==> config.mk <==
export PLATFORM = sky130hd
export DESIGN_NAME = maze_pingpong_ctrl_flat
export DESIGN_NICKNAME = d
export VERILOG_FILES = /design/src/rtl/maze_pingpong_ctrl_if.sv /design/src/rtl/maze_pingpong_ctrl.sv /design/src/flat_wrapper.sv
export SDC_FILE = /design/constraint.sdc
export NUM_CORES = 1
export LEC_CHECK = 0
export CELL_PAD_IN_SITES_DETAIL_PLACEMENT = 0
export CELL_PAD_IN_SITES_GLOBAL_PLACEMENT = 1
export CORE_ASPECT_RATIO = 0.8
export CORE_UTILIZATION = 44
export CTS_CLUSTER_SIZE = 24
export DETAILED_ROUTE_END_ITERATION = 12
export PLACE_DENSITY_LB_ADDON = 0.1
export SETUP_SLACK_MARGIN = 0.4
export SLEW_MARGIN = 20
export SYNTH_ARGS = -nofsm -noshare
export SYNTH_HDL_FRONTEND = slang
export SYNTH_SLANG_ARGS = --single-unit
==> constraint.sdc <==
create_clock -name clk -period 7.3 [get_ports clk]
set_clock_uncertainty 0.05 [all_clocks]
set_input_delay 1.095 -clock clk [delete_from_list [all_inputs] [get_ports clk]]
set_output_delay 1.095 -clock clk [all_outputs]
set_load 0.005 [all_outputs]
==> src/rtl/maze_pingpong_ctrl_if.sv <==
// Tile-paint request handshake between game logic (master) and the maze ping-pong sequencer
// (slave).
interface maze_pingpong_ctrl_if;
    logic       req_valid;
    logic       req_ready;
    logic [4:0] req_tx;
    logic [5:0] req_ty;
    logic [7:0] req_color;

    modport master (output req_valid, req_tx, req_ty, req_color, input req_ready);
    modport slave  (input req_valid, req_tx, req_ty, req_color, output req_ready);
endinterface

==> src/rtl/maze_pingpong_ctrl.sv <==
// Maze framebuffer ping-pong sequencer: paints 8x8 tiles into the back RAM, swaps at vblank and
// replays the frame's edits into the new back RAM. Define PP_STATS_EN for swap/stall counters.
module maze_pingpong_ctrl #(
    parameter int unsigned LOG_DEPTH = 4
) (
    input  logic                 clk,
    input  logic                 rst,
    input  logic [9:0]           hc_i,
    input  logic [9:0]           vc_i,
    input  logic [15:0]          rd_addr_i,
    maze_pingpong_ctrl_if.slave  req_if,
    output logic [15:0]          buf0_addr_o,
    output logic                 buf0_we_o,
    output logic [7:0]           buf0_wdata_o,
    input  logic [7:0]           buf0_q_i,
    output logic [15:0]          buf1_addr_o,
    output logic                 buf1_we_o,
    output logic [7:0]           buf1_wdata_o,
    input  logic [7:0]           buf1_q_i,
    output logic                 front_sel_o,
    output logic [7:0]           maze_color_o,
`ifdef PP_STATS_EN
    output logic [15:0]          swap_count_o,
    output logic [15:0]          stall_count_o,
`endif
    output logic                 busy_o
);

    localparam int unsigned CntW = $clog2(LOG_DEPTH + 1);
    localparam int unsigned IdxW = (LOG_DEPTH > 1) ? $clog2(LOG_DEPTH) : 1;

    typedef enum logic [1:0] {StIdle, StFill, StSwap, StReplay} state_e;

    state_e              state_q, state_d;
    logic                front_sel_q, front_sel_d;
    logic                pend_q, pend_d;
    logic [CntW-1:0]     log_cnt_q, log_cnt_d;
    logic [CntW-1:0]     idx_q, idx_d;
    logic [2:0]          px_q, px_d, py_q, py_d;
    logic [4:0]          cur_tx_q, cur_tx_d;
    logic [5:0]          cur_ty_q, cur_ty_d;
    logic [7:0]          cur_color_q, cur_color_d;
    logic [4:0]          log_tx_q    [LOG_DEPTH];
    logic [5:0]          log_ty_q    [LOG_DEPTH];
    logic [7:0]          log_color_q [LOG_DEPTH];
    logic                log_we;

    logic                req_ready;
    logic                vblank;
    logic [4:0]          tile_tx;
    logic [5:0]          tile_ty;
    logic [7:0]          tile_color;
    logic [15:0]         fill_addr;
    logic                back_we;
    logic [15:0]         back_addr;
    logic [7:0]          back_wdata;
    logic                last_pix;

    logic                rd_off_q;
    logic                sel_d1_q;
    logic [7:0]          maze_color_q;

    logic                unused_hc;
    assign unused_hc = ^hc_i;

    assign vblank   = (vc_i >= 10'd480);
    assign last_pix = (px_q == 3'd7) && (py_q == 3'd7);

    // Replay reads its tile from the log; a live fill uses the latched request.
    assign tile_tx    = (state_q == StReplay) ? log_tx_q[IdxW'(idx_q)]    : cur_tx_q;
    assign tile_ty    = (state_q == StReplay) ? log_ty_q[IdxW'(idx_q)]    : cur_ty_q;
    assign tile_color = (state_q == StReplay) ? log_color_q[IdxW'(idx_q)] : cur_color_q;
    assign fill_addr  = 16'({8'd0, tile_tx, px_q} * 16'd264) + {7'd0, tile_ty, py_q};

    always_comb begin
        state_d     = state_q;
        front_sel_d = front_sel_q;
        pend_d      = pend_q;
        log_cnt_d   = log_cnt_q;
        idx_d       = idx_q;
        px_d        = px_q;
        py_d        = py_q;
        cur_tx_d    = cur_tx_q;
        cur_ty_d    = cur_ty_q;
        cur_color_d = cur_color_q;
        log_we      = 1'b0;
        req_ready   = 1'b0;
        back_we     = 1'b0;
        back_addr   = 16'd0;
        back_wdata  = 8'd0;
        unique case (state_q)
            StIdle: begin
                req_ready = (log_cnt_q < CntW'(LOG_DEPTH));
                if (req_if.req_valid && req_ready) begin
                    cur_tx_d    = req_if.req_tx;
                    cur_ty_d    = req_if.req_ty;
                    cur_color_d = req_if.req_color;
                    log_we      = 1'b1;
                    log_cnt_d   = log_cnt_q + 1'b1;
                    pend_d      = 1'b1;
                    px_d        = 3'd0;
                    py_d        = 3'd0;
                    state_d     = StFill;
                end else if (vblank && pend_q) begin
                    state_d = StSwap;
                end
            end
            StFill: begin
                back_we      = 1'b1;
                back_addr    = fill_addr;
                back_wdata   = tile_color;
                {px_d, py_d} = {px_q, py_q} + 6'd1;
                if (last_pix) state_d = StIdle;
            end
            StSwap: begin
                front_sel_d = ~front_sel_q;
                idx_d       = '0;
                px_d        = 3'd0;
                py_d        = 3'd0;
                state_d     = StReplay;
            end
            StReplay: begin
                back_we      = 1'b1;
                back_addr    = fill_addr;
                back_wdata   = tile_color;
                {px_d, py_d} = {px_q, py_q} + 6'd1;
                if (last_pix) begin
                    if (idx_q == log_cnt_q - 1'b1) begin
                        log_cnt_d = '0;
                        pend_d    = 1'b0;
                        state_d   = StIdle;
                    end else begin
                        idx_d = idx_q + 1'b1;
                    end
                end
            end
            default: state_d = StIdle;
        endcase
    end

    always_ff @(posedge clk or posedge rst) begin
        if (rst) begin
            state_q     <= StIdle;
            front_sel_q <= 1'b0;
            pend_q      <= 1'b0;
            log_cnt_q   <= '0;
            idx_q       <= '0;
            px_q        <= 3'd0;
            py_q        <= 3'd0;
            cur_tx_q    <= 5'd0;
            cur_ty_q    <= 6'd0;
            cur_color_q <= 8'd0;
        end else begin
            state_q     <= state_d;
            front_sel_q <= front_sel_d;
            pend_q      <= pend_d;
            log_cnt_q   <= log_cnt_d;
            idx_q       <= idx_d;
            px_q        <= px_d;
            py_q        <= py_d;
            cur_tx_q    <= cur_tx_d;
            cur_ty_q    <= cur_ty_d;
            cur_color_q <= cur_color_d;
        end
    end

    // Log contents are only meaningful below log_cnt_q, so they need no reset.
    always_ff @(posedge clk) begin
        if (log_we) begin
            log_tx_q[IdxW'(log_cnt_q)]    <= req_if.req_tx;
            log_ty_q[IdxW'(log_cnt_q)]    <= req_if.req_ty;
            log_color_q[IdxW'(log_cnt_q)] <= req_if.req_color;
        end
    end

    always_ff @(posedge clk or posedge rst) begin
        if (rst) begin
            rd_off_q     <= 1'b0;
            sel_d1_q     <= 1'b0;
            maze_color_q <= 8'd0;
        end else begin
            rd_off_q     <= (rd_addr_i == 16'hFFFF);
            sel_d1_q     <= front_sel_q;
            maze_color_q <= rd_off_q ? 8'd0 : (sel_d1_q ? buf1_q_i : buf0_q_i);
        end
    end

`ifdef PP_STATS_EN
    logic [15:0] swap_cnt_q, stall_cnt_q;

    always_ff @(posedge clk or posedge rst) begin
        if (rst) begin
            swap_cnt_q  <= 16'd0;
            stall_cnt_q <= 16'd0;
        end else begin
            if (state_q == StSwap) swap_cnt_q <= swap_cnt_q + 16'd1;
            if (req_if.req_valid && !req_ready && (stall_cnt_q != 16'hFFFF)) begin
                stall_cnt_q <= stall_cnt_q + 16'd1;
            end
        end
    end

    assign swap_count_o  = swap_cnt_q;
    assign stall_count_o = stall_cnt_q;
`endif

    assign req_if.req_ready = req_ready;

    assign buf0_addr_o  = front_sel_q ? back_addr  : rd_addr_i;
    assign buf0_we_o    = front_sel_q ? back_we    : 1'b0;
    assign buf0_wdata_o = front_sel_q ? back_wdata : 8'd0;
    assign buf1_addr_o  = front_sel_q ? rd_addr_i  : back_addr;
    assign buf1_we_o    = front_sel_q ? 1'b0       : back_we;
    assign buf1_wdata_o = front_sel_q ? 8'd0       : back_wdata;

    assign front_sel_o  = front_sel_q;
    assign maze_color_o = maze_color_q;
    assign busy_o       = (state_q != StIdle);

endmodule
==> src/flat_wrapper.sv <==
// flat-port wrapper written by rule: the top's interface ports become plain ports
module maze_pingpong_ctrl_flat 
#(
    parameter int unsigned LOG_DEPTH = 4
)
  (clk, rst, hc_i, vc_i, rd_addr_i, buf0_addr_o, buf0_we_o, buf0_wdata_o, buf0_q_i, buf1_addr_o, buf1_we_o, buf1_wdata_o, buf1_q_i, front_sel_o, maze_color_o, busy_o, req_if_req_valid, req_if_req_tx, req_if_req_ty, req_if_req_color, req_if_req_ready);
  maze_pingpong_ctrl_if req_if_i ();
  input  logic clk;
  input  logic rst;
  input  logic [9:0] hc_i;
  input  logic [9:0] vc_i;
  input  logic [15:0] rd_addr_i;
  output logic [15:0] buf0_addr_o;
  output logic buf0_we_o;
  output logic [7:0] buf0_wdata_o;
  input  logic [7:0] buf0_q_i;
  output logic [15:0] buf1_addr_o;
  output logic buf1_we_o;
  output logic [7:0] buf1_wdata_o;
  input  logic [7:0] buf1_q_i;
  output logic front_sel_o;
  output logic [7:0] maze_color_o;
  output logic busy_o;
  input wire logic [$bits(req_if_i.req_valid)-1:0] req_if_req_valid;
  input wire logic [$bits(req_if_i.req_tx)-1:0] req_if_req_tx;
  input wire logic [$bits(req_if_i.req_ty)-1:0] req_if_req_ty;
  input wire logic [$bits(req_if_i.req_color)-1:0] req_if_req_color;
  output wire logic [$bits(req_if_i.req_ready)-1:0] req_if_req_ready;
  assign req_if_i.req_valid = req_if_req_valid;
  assign req_if_i.req_tx = req_if_req_tx;
  assign req_if_i.req_ty = req_if_req_ty;
  assign req_if_i.req_color = req_if_req_color;
  assign req_if_req_ready = req_if_i.req_ready;
  maze_pingpong_ctrl #(.LOG_DEPTH(LOG_DEPTH)) u_core (.clk(clk), .rst(rst), .hc_i(hc_i), .vc_i(vc_i), .rd_addr_i(rd_addr_i), .req_if(req_if_i), .buf0_addr_o(buf0_addr_o), .buf0_we_o(buf0_we_o), .buf0_wdata_o(buf0_wdata_o), .buf0_q_i(buf0_q_i), .buf1_addr_o(buf1_addr_o), .buf1_we_o(buf1_we_o), .buf1_wdata_o(buf1_wdata_o), .buf1_q_i(buf1_q_i), .front_sel_o(front_sel_o), .maze_color_o(maze_color_o), .busy_o(busy_o));
endmodule
==> summary.md <==
| Metric | Value |
|---|---|
| Global-route wire length before repair | `22.91 mm` |
| Crit-path most repeated cell | `ha_1` |
| Pre-Repair DR Iteration Count | `4` |
| Cells after Synth | `460` |
| Root Buffer | `clkbuf_16` |
| Post-synthesis net count | `559` |
| Die W | `132.7 µm` |
| Power density of the placed cells | `376.7 mW/mm²` |
| Metal3 WL | `600 µm` |
| CTS tree | `built` |
| Max incr delay on CP | `0.79 ns` |
| Wire per inst | `18.40 µm` |
| Final ANT Viol Nets | `0` |
| Die Y-Extent | `106.5 µm` |
| Crit Path Max Fanout | `13` |
| Static leakage | `0.003075 µW` |
| Total global-route track usage | `0.2169` |
| # hold bufs at CTS | `0` |
| Rows | `37` |
| Core ar. | `0.01310 mm²` |
| Seq cells post-synth | `121` |
| Period utilisation layout | `0.8623` |
| Setup crit end kind | `output pin` |
| Switching Power | `955.7 µW` |
| Violation count after the first detailed-route iteration | `291` |
| Slew Viols, Final | `0` |
| Grt total ovfl | `0` |
| Final instance area | `0.007988 mm²` |
| Port Buffer Count | `119` |
| RSZ-0062 raised after global routing | `no` |
| Commonest non-fill, non-tap cell in the layout | `clkdlybuf4s50_1` |
| Max Fclk | `0.1589 GHz` |
| Routed vias | `4180` |
| Min-Delay Path Class | `reg -> reg` |
| Clock power frac | `0.284` |
| Hold Vio Cnt, Final | `0` |
| Largest net degree at the start of global routing | `46` |
| GPL Wtd Cong | `0.8186` |
| Slew @ Worst Pin | `1.095 ns` |
| Initial core utilization | `0.4588` |
| Final WS setup | `1.005 ns` |
| Synth Cell Area | `0.006011 mm²` |
| Cts repair resizes | `0` |
| Reg area | `0.003408 mm²` |
| Outcome | `completed` |
| Number of synthesized flops with an enable pin | `76` |
| N_diodes | `0` |
| Area of the multi-input gates | `0.002444 mm²` |
| Number of global-route vias before repair | `4281` |
| Final wirelength | `14.15 mm` |
| CTS clk-pin slew, worst paths | `0.06 ns` |
| Hpwl dp | `9.650 mm` |
| Worst IR drop on VDD | `0.1899 mV` |
| PnR Total Power | `3009 µW` |
| Minimum clock period | `6.295 ns` |
| Cts bufs inserted | `17` |
| DR vias/cell | `5.436` |
| Slowest CP cell | `dfrtp_1` |
| Commonest cells after routing, fill and taps aside | `clkdlybuf4s50_1, edfxtp_1, dfrtp_1` |
| DIE AREA | `0.01414 mm²` |
| Synth-to-Final Area Change | `32.89%` |
| Seq pwr share | `0.298` |
| Setup bufs post-CTS | `0` |
| Internal | `2053 µW` |
| Ys flop type | `edfxtp_1` |
| DP Worst Slack | `1.424 ns` |
| Synth warnings | `0` |
| I/O Pins | `135` |
| H-tree Lvls | `4` |
| Clock latency on the worst-skew pair | `0.41 ns` |
| Relative slew slack | `0.2699` |
| Highest metal used | `met4` |
| Placed Area | `0.007372 mm²` |
| Avg Inst Size Synth | `13.07 µm²` |
| WP data required | `6.15 ns` |
| CP startpoint kind | `register` |
| Clock sink count | `121` |
| Yosys cell types | `47` |
| Max Cap Viol | `0` |
| Reg2Reg Setup Slack | `4.39 ns` |
| Post-synthesis sequential area ratio | `0.5670` |
| Setup TNS | `0 ns` |
| Worst path cell trace | `mux4_2 -> mux2i_1 -> inv_1 -> ha_1 -> ha_1 -> ha_1 -> fa_1 -> nand2_1 -> nor2_1 -> nand3_1 -> mux2i_1 -> or3_1 -> a32o_1 -> clkdlybuf4s50_1` |
| Post-route DRC | `0` |
| Asr flop ratio synth | `0.3719` |
| Sw frac | `0.3176` |
| Met1 wire length | `6.662 mm` |
| Clk buf depth | `2` |
| Fill cell count | `1046` |
| Nets | `680` |
| Initial antenna violation count | `0` |
| Worst EP arrival | `5.15 ns` |
| Kind of critical path | `reg -> out` |
| Combinational Power Share | `0.418` |
| Final setup violation count | `0` |
| Met2 wire len | `6.690 mm` |
| Fraction of layout cells with a size suffix above 1 | `0.1700` |
## state kept, by name, indices dropped and copies added, names as in the netlist, 5 cells and up
name	count
u_core.cur_ty_q	6
u_core.maze_color_o	8
u_core.cur_color_q	8
u_core.log_ty_q	24
u_core.log_tx_q	20
u_core.cur_tx_q	5
u_core.log_color_q	32
## cell usage after synthesis, types with 6 or more instances
| master | n | share of area |
|---|---|---|
| a21o_1 | 8 | 0.010 |
| inv_1 | 15 | 0.0094 |
| ha_1 | 23 | 0.048 |
| nor2_1 | 37 | 0.023 |
| o22ai_1 | 8 | 0.0083 |
| edfxtp_1 | 76 | 0.38 |
| mux4_2 | 19 | 0.071 |
| a21oi_1 | 7 | 0.0058 |
| mux2_2 | 38 | 0.071 |
| o21ai_0 | 31 | 0.026 |
| nand4_1 | 7 | 0.0073 |
| mux2i_1 | 12 | 0.020 |
| clkbuf_1 | 12 | 0.0075 |
| dfrtp_1 | 45 | 0.19 |
| buf_1 | 6 | 0.0037 |
| xnor2_1 | 9 | 0.013 |
| nand2_1 | 44 | 0.027 |
| nand3_1 | 7 | 0.0058 |
## cell type report
class                           instances  share of cell area
Tap cell                              175             0.02741
Sequential cell                       121              0.4267
Multi-Input combinational cell        299              0.3059
Timing Repair Buffer                  126              0.1557
Clock buffer                           19             0.05545
Clock inverter                         13             0.02115
Inverter                               16            0.007675
## kinds of logic after synthesis
logic type      count (synthesis)  share of synthesized area
xor+xnor                       12                    0.01998
mux                            70                     0.1649
simple gates                  114                    0.08347
buf+inv                        40                    0.02727
compound gates                 78                    0.08285
fa+ha+maj                      25                    0.05454
flops                         121                     0.5670
## through the flow
step                hold slack (ns)    util  cells
floorplan                    0.3441       -    460
global placement             0.4176  0.5627    737
detailed placement           0.4246  0.5627    737
CTS                          0.4370  0.6094    769
global route                 0.4553  0.6097    769
finish                       0.4372  0.6097    769
## path summary, 6_finish.rpt
check,start,endpoint,depth (start not counted)
max reg2reg,u_core.state_q[1]$_DFFE_PP0P_,u_core.log_ty_q[0][0]$_DFFE_PP_,4
min reg2reg,u_core.pend_q$_DFFE_PP0P_,u_core.pend_q$_DFFE_PP0P_,1
min in group asynchronous,rst,u_core.maze_color_o[2]$_DFF_PP0_,2
max,u_core.idx_q[0]$_DFFE_PP0P_,buf0_addr_o[14],14
max in group asynchronous,rst,u_core.cur_color_q[5]$_DFFE_PP0P_,2
min,u_core.pend_q$_DFFE_PP0P_,u_core.pend_q$_DFFE_PP0P_,1
## power groups by stage
stage	sequential [µW]	clock, µW	combinational, µW
finish	898	853	1260
global route	910	898	1390
CTS	897	866	1270
detailed placement	909	0	1250
global placement	903	0	1240
floorplan	882	0	727
## critical path: cells and delay by family, from the launching register on
| family | cells | cell delay (ns) |
|---|---|---|
| AND/OR/NAND/NOR | 4 | 0.81 |
| adder cells (fa/ha/maj) | 4 | 1.37 |
| multiplexers | 3 | 0.90 |
| AO/OA/AOI/OAI | 1 | 0.27 |
| buffers and inverters | 2 | 0.58 |
| flip-flops | 1 | 0.79 |
## routing by layer
metal,vias up,GRT usage
met2,111,0.3414
met1,2078,0.3015
met3,17,0.04006
met5,-,0
li1,1974,-
met4,0,0.07800
(Power assumes the default switching activity.)
